File: src/rtl/kc705_eth_cmd_pkg.sv
// Shared definitions for the KC705 Ethernet RX command parser:
// FSM state encoding, default magic byte, record geometry and opcodes.
package kc705_eth_cmd_pkg;

  typedef enum logic [1:0] {
    ST_IDLE    = 2'd0,
    ST_FIELDS  = 2'd1,
    ST_HOLD    = 2'd2,
    ST_DISCARD = 2'd3
  } cmd_state_t;

  localparam logic [7:0] CMD_MAGIC_DEFAULT = 8'hA5;
  localparam int         CMD_BYTES_DEFAULT = 8;

  localparam logic [7:0] OPC_WRITE   = 8'h01;
  localparam logic [7:0] OPC_READ    = 8'h02;
  localparam logic [7:0] OPC_TRIGGER = 8'h03;

  // Bytes 1..7 of a record: opcode, addr (big-endian), data (big-endian).
  typedef struct packed {
    logic [7:0]  opcode;
    logic [15:0] addr;
    logic [31:0] data;
  } cmd_fields_t;

  function automatic cmd_fields_t unpack_fields(input logic [55:0] rec);
    return cmd_fields_t'(rec);
  endfunction

endpackage

File: src/rtl/kc705_eth_cmd_field_shift.sv
// Seven-byte shift/capture register for the payload bytes of a command
// record, plus the 3-bit byte index. Bytes enter at the LSB end so that
// after the seventh shift the register holds opcode|addr|data MSB first.
// The register only moves when the parser shifts, so it stays frozen
// while a completed command is waiting for its handshake.
module kc705_eth_cmd_field_shift (
  input  logic        clk,
  input  logic        rst_n,
  input  logic        i_start,
  input  logic        i_shift,
  input  logic        i_clear,
  input  logic [7:0]  i_byte,
  output logic [2:0]  o_index,
  output logic [55:0] o_fields
);

  logic [2:0]  r_index;
  logic [55:0] r_fields;

  // Byte index: 1 after the magic byte, +1 per payload byte (7 wraps to 0).
  always_ff @(posedge clk or negedge rst_n) begin
    if (!rst_n) begin
      r_index <= 3'd0;
    end else if (i_clear) begin
      r_index <= 3'd0;
    end else if (i_start) begin
      r_index <= 3'd1;
    end else if (i_shift) begin
      r_index <= r_index + 3'd1;
    end
  end

  // Payload shift register; shifts in one byte per accepted payload byte.
  always_ff @(posedge clk or negedge rst_n) begin
    if (!rst_n) begin
      r_fields <= '0;
    end else if (i_shift) begin
      r_fields <= {r_fields[47:0], i_byte};
    end
  end

  assign o_index  = r_index;
  assign o_fields = r_fields;

endmodule

File: src/rtl/kc705_ethernet_rx_cmd_parser.sv
// KC705 Ethernet RX command parser: turns a byte stream from the RX
// decoder into fixed 8-byte command records (magic, opcode, addr, data)
// with a valid/ready handshake, plus single-cycle error pulses.
// Optional build macro KC705_CMD_PARSER_STATS_EN adds 16-bit wrapping
// counters of completed commands and error pulses.
//
//   state      | meaning
//   -----------+-----------------------------------------------------
//   ST_IDLE    | waiting for the magic byte of a new record
//   ST_FIELDS  | collecting record bytes 1..7 (index counts them)
//   ST_HOLD    | cmd_valid high, input stalled until cmd_ready
//   ST_DISCARD | dropping bytes up to and including tlast
module kc705_ethernet_rx_cmd_parser
  import kc705_eth_cmd_pkg::*;
#(
  parameter logic [7:0] CMD_MAGIC = CMD_MAGIC_DEFAULT,
  parameter int         CMD_BYTES = CMD_BYTES_DEFAULT
) (
  input  logic        axi_tclk,
  input  logic        axi_tresetn,
  input  logic        enable_cmd_parse,
  input  logic [7:0]  tdata,
  input  logic        tvalid,
  input  logic        tlast,
  output logic        tready,
  output logic [7:0]  cmd_opcode,
  output logic [15:0] cmd_addr,
  output logic [31:0] cmd_data,
  output logic        cmd_valid,
  input  logic        cmd_ready,
  output logic        err_magic,
  output logic        err_short
`ifdef KC705_CMD_PARSER_STATS_EN
  ,
  output logic [15:0] stat_cmd_count,
  output logic [15:0] stat_err_count
`endif
);

  // Index of the final payload byte (record length is fixed at 8).
  localparam logic [2:0] LP_IDX_LAST = 3'(CMD_BYTES - 1);

  cmd_state_t  r_state;
  logic        r_cmd_valid;
  logic        r_err_magic;
  logic        r_err_short;

  logic        w_accept;
  logic        w_is_magic;
  logic        w_last_idx;
  logic        w_start;
  logic        w_shift;
  logic        w_clear;
  logic [2:0]  w_index;
  logic [55:0] w_fields;
  cmd_fields_t w_cmd;

  // tready depends on state only, so the upstream decoder never sees a
  // combinational path from its own tvalid.
  assign tready     = (r_state != ST_HOLD);
  assign w_accept   = tvalid & tready;
  assign w_is_magic = (tdata == CMD_MAGIC);
  assign w_last_idx = (w_index == LP_IDX_LAST);

  // Strobes for the field register, mirroring the FSM transitions below.
  always_comb begin
    w_start = 1'b0;
    w_shift = 1'b0;
    w_clear = 1'b0;
    if (w_accept) begin
      if (r_state == ST_IDLE) begin
        w_start = enable_cmd_parse & w_is_magic & ~tlast;
      end else if (r_state == ST_FIELDS) begin
        w_shift = enable_cmd_parse & (w_last_idx | ~tlast);
        w_clear = ~enable_cmd_parse | (tlast & ~w_last_idx);
      end
    end
  end

  kc705_eth_cmd_field_shift u_field_shift (
    .clk      (axi_tclk),
    .rst_n    (axi_tresetn),
    .i_start  (w_start),
    .i_shift  (w_shift),
    .i_clear  (w_clear),
    .i_byte   (tdata),
    .o_index  (w_index),
    .o_fields (w_fields)
  );

  // Record sequencing FSM with registered cmd_valid and error pulses.
  always_ff @(posedge axi_tclk or negedge axi_tresetn) begin
    if (!axi_tresetn) begin
      r_state     <= ST_IDLE;
      r_cmd_valid <= 1'b0;
      r_err_magic <= 1'b0;
      r_err_short <= 1'b0;
    end else begin
      r_err_magic <= 1'b0;
      r_err_short <= 1'b0;
      unique case (r_state)
        ST_IDLE: begin
          if (w_accept) begin
            if (!enable_cmd_parse) begin
              r_state <= tlast ? ST_IDLE : ST_DISCARD;
            end else if (w_is_magic) begin
              if (tlast) begin
                r_err_short <= 1'b1;
              end else begin
                r_state <= ST_FIELDS;
              end
            end else begin
              r_err_magic <= 1'b1;
              r_state     <= tlast ? ST_IDLE : ST_DISCARD;
            end
          end
        end
        ST_FIELDS: begin
          if (w_accept) begin
            if (!enable_cmd_parse) begin
              r_state <= tlast ? ST_IDLE : ST_DISCARD;
            end else if (w_last_idx) begin
              // tlast on the final byte simply ends the frame here.
              r_state     <= ST_HOLD;
              r_cmd_valid <= 1'b1;
            end else if (tlast) begin
              r_err_short <= 1'b1;
              r_state     <= ST_IDLE;
            end
          end
        end
        ST_HOLD: begin
          if (cmd_ready) begin
            r_cmd_valid <= 1'b0;
            r_state     <= ST_IDLE;
          end
        end
        ST_DISCARD: begin
          if (w_accept && tlast) begin
            r_state <= ST_IDLE;
          end
        end
        default: begin
          r_state <= ST_IDLE;
        end
      endcase
    end
  end

  assign w_cmd      = unpack_fields(w_fields);
  assign cmd_opcode = w_cmd.opcode;
  assign cmd_addr   = w_cmd.addr;
  assign cmd_data   = w_cmd.data;
  assign cmd_valid  = r_cmd_valid;
  assign err_magic  = r_err_magic;
  assign err_short  = r_err_short;

`ifdef KC705_CMD_PARSER_STATS_EN
  logic [15:0] r_stat_cmd_count;
  logic [15:0] r_stat_err_count;

  // Free-running wrap-around counters of handshakes and error pulses.
  always_ff @(posedge axi_tclk or negedge axi_tresetn) begin
    if (!axi_tresetn) begin
      r_stat_cmd_count <= 16'd0;
      r_stat_err_count <= 16'd0;
    end else begin
      if (r_cmd_valid && cmd_ready) begin
        r_stat_cmd_count <= r_stat_cmd_count + 16'd1;
      end
      if (r_err_magic || r_err_short) begin
        r_stat_err_count <= r_stat_err_count + 16'd1;
      end
    end
  end

  assign stat_cmd_count = r_stat_cmd_count;
  assign stat_err_count = r_stat_err_count;
`endif

endmodule

File: config.mk
export PLATFORM = sky130hd
export DESIGN_NAME = kc705_ethernet_rx_cmd_parser
export DESIGN_NICKNAME = d
export VERILOG_FILES = /design/src/rtl/kc705_eth_cmd_pkg.sv /design/src/rtl/kc705_eth_cmd_field_shift.sv /design/src/rtl/kc705_ethernet_rx_cmd_parser.sv
export SDC_FILE = /design/constraint.sdc
export NUM_CORES = 1
export LEC_CHECK = 0
export ABC_CLOCK_PERIOD_IN_PS = 1890
export CORE_UTILIZATION = 43
export CTS_CLUSTER_SIZE = 12
export DETAILED_ROUTE_END_ITERATION = 16
export HOLD_SLACK_MARGIN = 0.06
export PLACE_DENSITY_LB_ADDON = 0.1
export SLEW_MARGIN = 25
export SYNTH_ARGS = -nofsm -noshare
export SYNTH_HDL_FRONTEND = slang
export SYNTH_SLANG_ARGS = --single-unit
File: constraint.sdc
create_clock -name axi_tclk -period 1.89 [get_ports axi_tclk]
set_input_delay 0.567 -clock axi_tclk [delete_from_list [all_inputs] [get_ports axi_tclk]]
set_output_delay 0.567 -clock axi_tclk [all_outputs]
set_load 0.01 [all_outputs]
== Word level (Yosys, flattened, before mapping) ==
Cells that the tools add are included.

* Register bits: 64
* Bits in latches: 0
* RAM bits: 0
* Memory bits (read-only): 0
* Logic and storage cells: 77
* Memories kept: 0

* $add $sub $neg: 1
* $mul: 0
* Div/mod/pow operators: 0
* $lt $le $gt $ge: 0
* Eq/ne operators: 14
* Shifts and indexed selects: 0
* Multiplexer cells: 40
* Bitwise operators: 10
* Reduce and logical (&&, ||, !) cells: 6

{| class="wikitable"
|+ Operators by type and width
! kind !! count
|-
| 1-bit 2-to-1 mux || 23
|-
| 2-bit 2-to-1 mux || 11
|-
| 2-bit inequality test, second input constant || 7
|-
| 3-bit 2-to-1 mux || 3
|-
| 8-bit equality test, second input constant || 1
|-
| 4-bit inequality test, second input constant || 2
|-
| 2-bit one-hot mux with 4 select lines || 1
|-
| 6-bit AND reduction || 1
|-
| 1-bit bitwise AND || 5
|-
| 5-bit AND reduction || 1
|-
| 2-bit equality test, second input constant || 2
|-
| 1-bit one-hot mux with 2 select lines || 2
|-
| 3-bit by 1-bit adder with 3-bit output, second input constant || 1
|-
| 3-bit equality test, second input constant || 1
|-
| 1-bit inverter || 3
|-
| 3-bit nonzero test || 1
|-
| 2-bit by 1-bit equality test with 1-bit output, second input constant || 1
|-
| 2-bit zero test || 1
|-
| 1-bit bitwise OR || 2
|-
| 2-bit nonzero test || 1
|-
| 1-bit logical AND || 1
|}

== Longest topological paths before layout ==
Gate-level depths: netlist of the first run.

* Depth in word-level cells: 9
* Gate-level depth with buffers: 7
* Mapped depth without buffers: 5

== Modules after synthesis ==
A second synthesis of the first run with hierarchy kept.

* Cells, all modules: 179
* Area total of the unflattened synthesis: 2671.3 um^2

{| class="wikitable"
|+ By module, submodules not included
! module !! instances !! cells each !! area each (um^2)
|-
| kc705_eth_cmd_field_shift || 1 || 131 || 2269.7
|-
| kc705_ethernet_rx_cmd_parser || 1 || 48 || 401.6
|}

== Worst setup path before layout of the first run ==
OpenSTA, ideal clock, no wires.

* Path kind: flip-flop to flip-flop
* Start: reg u_field_shift.r_index[0], in the netlist u_field_shift.o_index[0]
* End: reg u_field_shift.r_fields[10], in the netlist u_field_shift.o_fields[10]
* Setup time: 0.125 ns
* Arrival: 1.692 ns
* Data required time: 1.765 ns
* Path slack: 0.072 ns
* Cell stages (with the launch flop): 8
* Path through: dfrtp_1 > ha_1 > ha_1 > nand2b_1 > and3_4 > buf_12 > buf_12 > mux2_4

* Longest elaborated chain between the ends: 6

{| class="wikitable"
|+ RTL lines
! item !! RTL line !! source
|-
| start, declared || kc705_eth_cmd_field_shift.sv:17 || <nowiki>logic [2:0] r_index;</nowiki>
|-
| start signal, assigned || kc705_eth_cmd_field_shift.sv:29 || <nowiki>r_index <= r_index + 3'd1;</nowiki>
|-
| 3-bit equality test || kc705_ethernet_rx_cmd_parser.sv:63 || <nowiki>assign w_last_idx = (w_index == LP_IDX_LAST);</nowiki>
|-
| 1-bit bitwise OR || kc705_ethernet_rx_cmd_parser.sv:74 || <nowiki>w_shift = enable_cmd_parse & (w_last_idx | ~tlast);</nowiki>
|-
| 1-bit bitwise AND || kc705_ethernet_rx_cmd_parser.sv:74 ||
|-
| 1-bit 2-to-1 mux || kc705_ethernet_rx_cmd_parser.sv:73 || <nowiki>end else if (r_state == ST_FIELDS) begin</nowiki>
|-
| 1-bit 2-to-1 mux || kc705_ethernet_rx_cmd_parser.sv:71 || <nowiki>if (r_state == ST_IDLE) begin</nowiki>
|-
| 1-bit 2-to-1 mux || kc705_ethernet_rx_cmd_parser.sv:70 || <nowiki>if (w_accept) begin</nowiki>
|-
| end signal, assigned || kc705_eth_cmd_field_shift.sv:38 || <nowiki>r_fields <= {r_fields[47:0], i_byte};</nowiki>
|-
| end, declared || kc705_eth_cmd_field_shift.sv:18 || <nowiki>logic [55:0] r_fields;</nowiki>
|}

Every way passes these cells.
A chain may end at the register's enable or synchronous reset.

== Final worst setup path of the first run ==
* Start: reg u_field_shift.r_fields[26], in the netlist u_field_shift.o_fields[26]
* End: out cmd_data[26]

{| class="wikitable"
|+ RTL lines
! item !! RTL line !! source
|-
| end, declared || kc705_ethernet_rx_cmd_parser.sv:28 || <nowiki>output logic [31:0] cmd_data,</nowiki>
|}

No word-level cell between the ends.

==> results of run 1 <==
==> routing by layer <==
layer | up-vias | part of all wire [%] | track usage (%)
li1 | 794 | - | -
met1 | 829 | 48 | 23.70
met2 | 51 | 44 | 24.30
met3 | 5 | 7.0 | 6.154
met4 | 0 | 1.0 | 8.421
met5 | - | 0 | 0
==> Yosys cell counts (all sizes together) <==
library cell and instances:
and3 3, o21ai 2, buf 6, clkbuf 1, a21oi 3, inv 1, o211ai 1, nand2 5
and3b 1, o22ai 1, dfrtp 64, nand3b 2, nand2b 3, nor4b 1, a22oi 1, nand4 2
o31a 1, or4bb 1, nor3 1, nand4bb 1, ha 2, nor2 3, mux2 56, o31ai 1
and2b 1, nand3 5
==> state kept, by name, summed over array words and instances, names as in the netlist <==
signal,cells
u_field_shift.o_index,3
r_state,2
cmd_valid,1
err_magic,1
err_short,1
u_field_shift.o_fields,56
==> metrics by stage <==
stage / setup TNS (ps) / power [mW] / setup WS (ps)
finish: 0 / 4.535 / 57.57
global route: -0.5644 / 4.786 / -0.5644
CTS: 0 / 4.590 / 17.36
detailed placement: -14320 / 3.405 / -346.6
global placement: -14020 / 3.385 / -310.1
floorplan: 0 / 2.619 / 72.42
==> kinds of logic (layout without fill, tap and decap cells) <==
group / count (synthesis) / after routing
flip-flops: 64 / 64
multiplexers: 56 / 56
adder cells (fa/ha/maj): 2 / 2
AO/OA/AOI/OAI: 10 / 10
buffers and inverters: 8 / 105
AND/OR/NAND/NOR: 29 / 29
==> power by group <==
part | leakage (nW) | total, mW | internal (mW) | switching (mW)
Sequential | 0.863 | 1.95 | 1.69 | 0.266
Clock | 0.103 | 1.17 | 0.678 | 0.493
Combinational | 1.00 | 1.41 | 0.906 | 0.503
Total | 1.97 | 4.54 | 3.27 | 1.26
==> final cells by class <==
type | instances | area [sq um] | area share [%]
clock inverter | 3 | 40.04 | 1.031
clock buffer | 13 | 158.9 | 4.093
multi-input combinational | 97 | 1075 | 27.68
sequential | 64 | 1603 | 41.28
inverter | 1 | 3.754 | 0.09668
timing repair buffer | 88 | 908.4 | 23.40
tap | 75 | 93.84 | 2.417
==> timing repair <==
item | 4_1_cts | 5_1_grt
endpoints found under the setup margin | 2 | 67
hold buffers | 0 | 0
gates resized for setup | 3 | 15
setup buffers | 0 | 1
pin swaps | 0 | 1
==> path summary, 6_finish.rpt <==
check	startpoint	cells past startpoint	end
worst max-delay path	u_field_shift.o_fields[26]	1	cmd_data[26]
worst min-delay path	axi_tresetn	2	u_field_shift.o_fields[42]
worst max register to register	u_field_shift.o_index[0]	6	u_field_shift.o_fields[40]
worst min register to register	u_field_shift.o_fields[54]	1	u_field_shift.o_fields[54]
max in group asynchronous	axi_tresetn	2	r_state[1]
min in group axi_tclk	u_field_shift.o_fields[54]	1	u_field_shift.o_fields[54]
==> impl_metrics.toml, run 1 <==
[status]
status = "completed"

[worst_setup_path]
slowest_delay_ps = 550
path_cells = "clkdlybuf4s50_1"
crit_path_max_fanout = 3
critPathBufInv = 1
critPathCaptureType = "primary output"
crit_path_top_delay_cell = "clkdlybuf4s50_1"
start_kind = "register"
cp.arrival_ps = 1270
required_ps = 1320
critical_path_class = "reg -> out"
path_delay_family = "buffers and inverters"
r2r_setup_slack_ps = 70

[placement]
place_area_sq_mm = 0.003622
place_inst = 324
gp_congestion = 0.7331
dp_hpwl_mm = 3.581
port_buffers = 73

[synthesis]
synth-simple-area-share_pct = 6.869
mappedNetlistArea_sq_mm = 0.002769
synth-xor-area-share_pct = 0
postSynthCellCount = 169
synth_fp_nets = 185
postSynthAreaPerCell_sq_um = 16.38
netlist_top_cells_area = "dfrtp_1 58%, mux2_4 21%, mux2_2 6.9%"
synth_top_area_share_pct = 57.84
yosysTopAreaCell = "dfrtp_1"
yosysSeqAreaShare_pct = 57.84
synth_fa_ha_area_share_pct = 0.9038
synth_compound_area_share_pct = 2.259
synth_warnings = 0
synthMuxAreaShare_pct = 28.06
ys_types = 30
synth_seq_cells = 64
synth_top_family_by_area = "multiplexers"

[cts]
cts_num_sinks = 64
clk_pin_slew_worst_paths_ps = 70
cts_tree = "yes"
clockRootBuffer = "clkbuf_8"
cts.path.max_buffers = 2
clock_latency_ps = 330
cts_htree_levels = 3
cts_made_buffers = 9

[routing]
drtIter0Drc = 64
dr.pass1.iters = 4
via_count = 1679
via_per_inst = 4.924
drc = 0
routedWlPerCell_um = 15.43
wl_mm = 5.261
drtAntennaViolNets = 0

[timing]
fmax_mhz = 545.7
period_minus_slack_ps = 1832
final-max-slew-violation-count = 0
tightest_slew_ps = 342.3
finalCritPeriodShare_pct = 96.95
timing.final.hold_violations = 0
hold_ws_ps = 242.5
slew_headroom_pct = 77.18
finalSetupViolCount = 0
skew_ps = 4.446

[global_route]
grt_max_degree = 65
antenna_found_initial = 0
grt_overflow_total = 0
grt_pass1_wl_mm = 8.424
grt_pass1_vias = 1715
grtUsageTotal_pct = 17.34

[layout]
fillers = 483
insertedDiodeCount = 0
drive_gt1_share_pct = 35.34
utilization_pct = 64.06
nets = 277
final_cell_mix = "63 x dfrtp_1, 59 x clkdlybuf4s50_1, 39 x mux2_4, 17 x mux2_2, 12 x dlymetal6s2s_1"
final_cells = 341
final_common_cell = "dfrtp_1"
final_area_sq_mm = 0.003882
area_growth_syn_to_layout_pct = 40.22

[power]
powerDensity_mw_per_mm2 = 1168
power_leakage_nw = 1.968
peakVddDrop_mv = 0.6875

[job]
maxCapViolations = 0

[die]
pin_count = 74
initial_core_util_pct = 45.69
core_sq_mm = 0.006061
die_x_um = 82.25
die_h_um = 82.25
die-area_sq_mm = 0.006764
rows = 28

[min_path]
min_path_type = "in -> async"
No activity file was read; power rests on OpenSTA's default activity.
==> run 2: changes to the inputs <==
--- a/config.mk
+++ b/config.mk
@@ -5,12 +5,13 @@
 export SDC_FILE = /design/constraint.sdc
 export NUM_CORES = 1
 export LEC_CHECK = 0
-export ABC_CLOCK_PERIOD_IN_PS = 1890
-export CORE_UTILIZATION = 43
+export ABC_CLOCK_PERIOD_IN_PS = 1700
+export CORE_UTILIZATION = 48
 export CTS_CLUSTER_SIZE = 12
 export DETAILED_ROUTE_END_ITERATION = 16
 export HOLD_SLACK_MARGIN = 0.06
 export PLACE_DENSITY_LB_ADDON = 0.1
+export SKIP_CTS_REPAIR_TIMING = 1
 export SLEW_MARGIN = 25
 export SYNTH_ARGS = -nofsm -noshare
 export SYNTH_HDL_FRONTEND = slang
==> constraint.sdc (replaced) <==
create_clock -name axi_tclk -period 1.7 [get_ports axi_tclk]
set_input_delay 0.51 -clock axi_tclk [delete_from_list [all_inputs] [get_ports axi_tclk]]
set_output_delay 0.51 -clock axi_tclk [all_outputs]
set_load 0.01 [all_outputs]
==> run 2 against run 1 <==
  * Non-clock buffer count grew 4
  * First-iteration DRC count is the same
  * Critical path type is now reg -> reg
  * Sequential share of layout area shrank 2.1 points
  * Power grew 11%
  * The flow now finishes with violations (setup timing)
==> impl_metrics.toml, run 2 (same netlist as run 1, synthesis figures left out) <==
[status]
status = "complete, but fails checks"
violations = "setup timing"

[worst_setup_path]
slowest_delay_ps = 370
r2r_setup_slack_ps = -30
required_ps = 1910
crit_path_top_delay_cell = "dfrtp_1"
path_cells = "ha_2 -> ha_4 -> nand2b_4 -> and3_4 -> buf_12 -> mux2_4"
cp-startpoint = "u_field_shift.o_index[1]"
r2r_cells = 6
timing.rr.end = "u_field_shift.o_fields[35]"
crit_path_max_fanout = 18
critical_path_class = "reg -> reg"
critPathCaptureType = "register"
r2r_start = "u_field_shift.o_index[1]"
start_kind = "register"
cp.arrival_ps = 1940

[cts]
clock_latency_ps = 330
cts.path.max_buffers = 2
cts_made_buffers = 9
cts_htree_levels = 3
cts_tree = "yes"
clockRootBuffer = "clkbuf_8"
clk_pin_slew_worst_paths_ps = 70
cts_num_sinks = 64

[layout]
drive_gt1_share_pct = 36.43
utilization_pct = 73.85
final_cell_mix = "66 x dlymetal6s2s_1, 64 x dfrtp_1, 43 x mux2_4, 13 x mux2_2, 12 x buf_4"
insertedDiodeCount = 0
fillers = 356
area_growth_syn_to_layout_pct = 47.76
final_common_cell = "dlymetal6s2s_1"
final_cells = 341
nets = 281
largest_reg_flops = 56

[global_route]
grt_max_degree = 65
grt_pass1_wl_mm = 9.128
antenna_found_initial = 0
grt_pass1_vias = 1865
grt_overflow_total = 0
grtUsageTotal_pct = 19.96

[timing]
finalSetupViolCount = 28
final-max-slew-violation-count = 0
period_minus_slack_ps = 1733
skew_ps = 9.406
slew_headroom_pct = 77.56
hold_ws_ps = 187.9
rsz0062_at_grt = "yes"
fmax_mhz = 576.9
finalCritPeriodShare_pct = 102.0
tightest_slew_ps = 336.6
timing.final.hold_violations = 0
setup_ws_ps = -33.45

[placement]
port_buffers = 73
place_inst = 323
gp_congestion = 0.7690
dp_hpwl_mm = 3.898
dp_slack_ps = -484.4

[routing]
drtIter0Drc = 64
wl_mm = 5.858
via_count = 1741
routedWlPerCell_um = 17.18
drc = 0
via_per_inst = 5.106
dr.pass1.iters = 5
drtAntennaViolNets = 0

[power]
sequentialPowerShare_pct = 42.9
switching_share_pct = 28.29
power_mw = 5.039
internal_power_mw = 3.613
pwr-share-comb_pct = 32.4
p_clk_share_pct = 24.7
power_switching_mw = 1.426
power_leakage_nw = 2.844
powerDensity_mw_per_mm2 = 1232
peakVddDrop_mv = 0.7966

[min_path]
min_path_type = "in -> async"

[die]
die_x_um = 77.95
initial_core_util_pct = 49.98
rows = 27
die_h_um = 77.95
pin_count = 74
core_sq_mm = 0.005540
die-area_sq_mm = 0.006076

[job]
maxCapViolations = 0
## run 2: changes by cell type in the layout (fill, tap and decap cells not counted), sizes merged
| cell | before | now |
|---|---|---|
| dlymetal6s2s | 12 | 66 |
| buf | 16 | 19 |
| clkinv | 2 | 1 |
| clkinvlp | 0 | 1 |
| dlygate4sd2 | 1 | 0 |
| clkdlybuf4s50 | 59 | 6 |
## run 2: worst max path at each step
stage / to / depth (start not counted)
floorplan: u_field_shift.o_fields[10] / 7
finish: u_field_shift.o_fields[35] / 6
detailed placement: u_field_shift.o_index[0] / 4
global placement: u_field_shift.o_index[0] / 4
global route: u_field_shift.o_fields[35] / 6
CTS: tready / 3
## run 2: routing by layer
layer | track usage (%) | vias up | routed length (um)
met2 | 30.44 | 76 | 2768
met5 | 0 | - | 0
met4 | 11.30 | 0 | 146
li1 | - | 801 | -
met3 | 4.824 | 13 | 354
met1 | 26.11 | 851 | 2588
## run 2: area by class of cell
type / instances / area, sq um / share of cell area [%]
inverters: 1 / 3.754 / 0.09174
flip-flops and latches: 64 / 1602 / 39.14
clock buffers: 12 / 145.1 / 3.547
well taps: 72 / 90.09 / 2.202
repair buffers: 92 / 1104 / 26.97
multi-input cells: 97 / 1105 / 27.00
clock inverters: 3 / 42.54 / 1.040
## run 2: critical path: cells and delay by family, from the launching register on
kind | cells | cell delay, ps
DFF | 1 | 370
buffers and inverters | 1 | 200
adders and majority gates | 2 | 320
muxes | 1 | 310
and+or+nand+nor | 2 | 400
## run 2: power by group through the flow
stage,Combinational [mW],Sequential [mW],Clock [mW]
6_report,1.63,2.16,1.24
5_1_grt,1.74,2.21,1.35
4_1_cts,1.66,2.17,1.27
3_5_place_dp,1.65,2.19,0
3_3_place_gp,1.61,2.16,0
2_1_floorplan,0.634,2.29,0
## run 2: through the flow
stage	cell area, sq um	TNS, ps
after floorplan	2791	-506.9
after global placement	3656	-20870
after detailed placement	3656	-22370
after CTS	3844	-5693
after global routing	4091	-1895
final	4091	-529.0
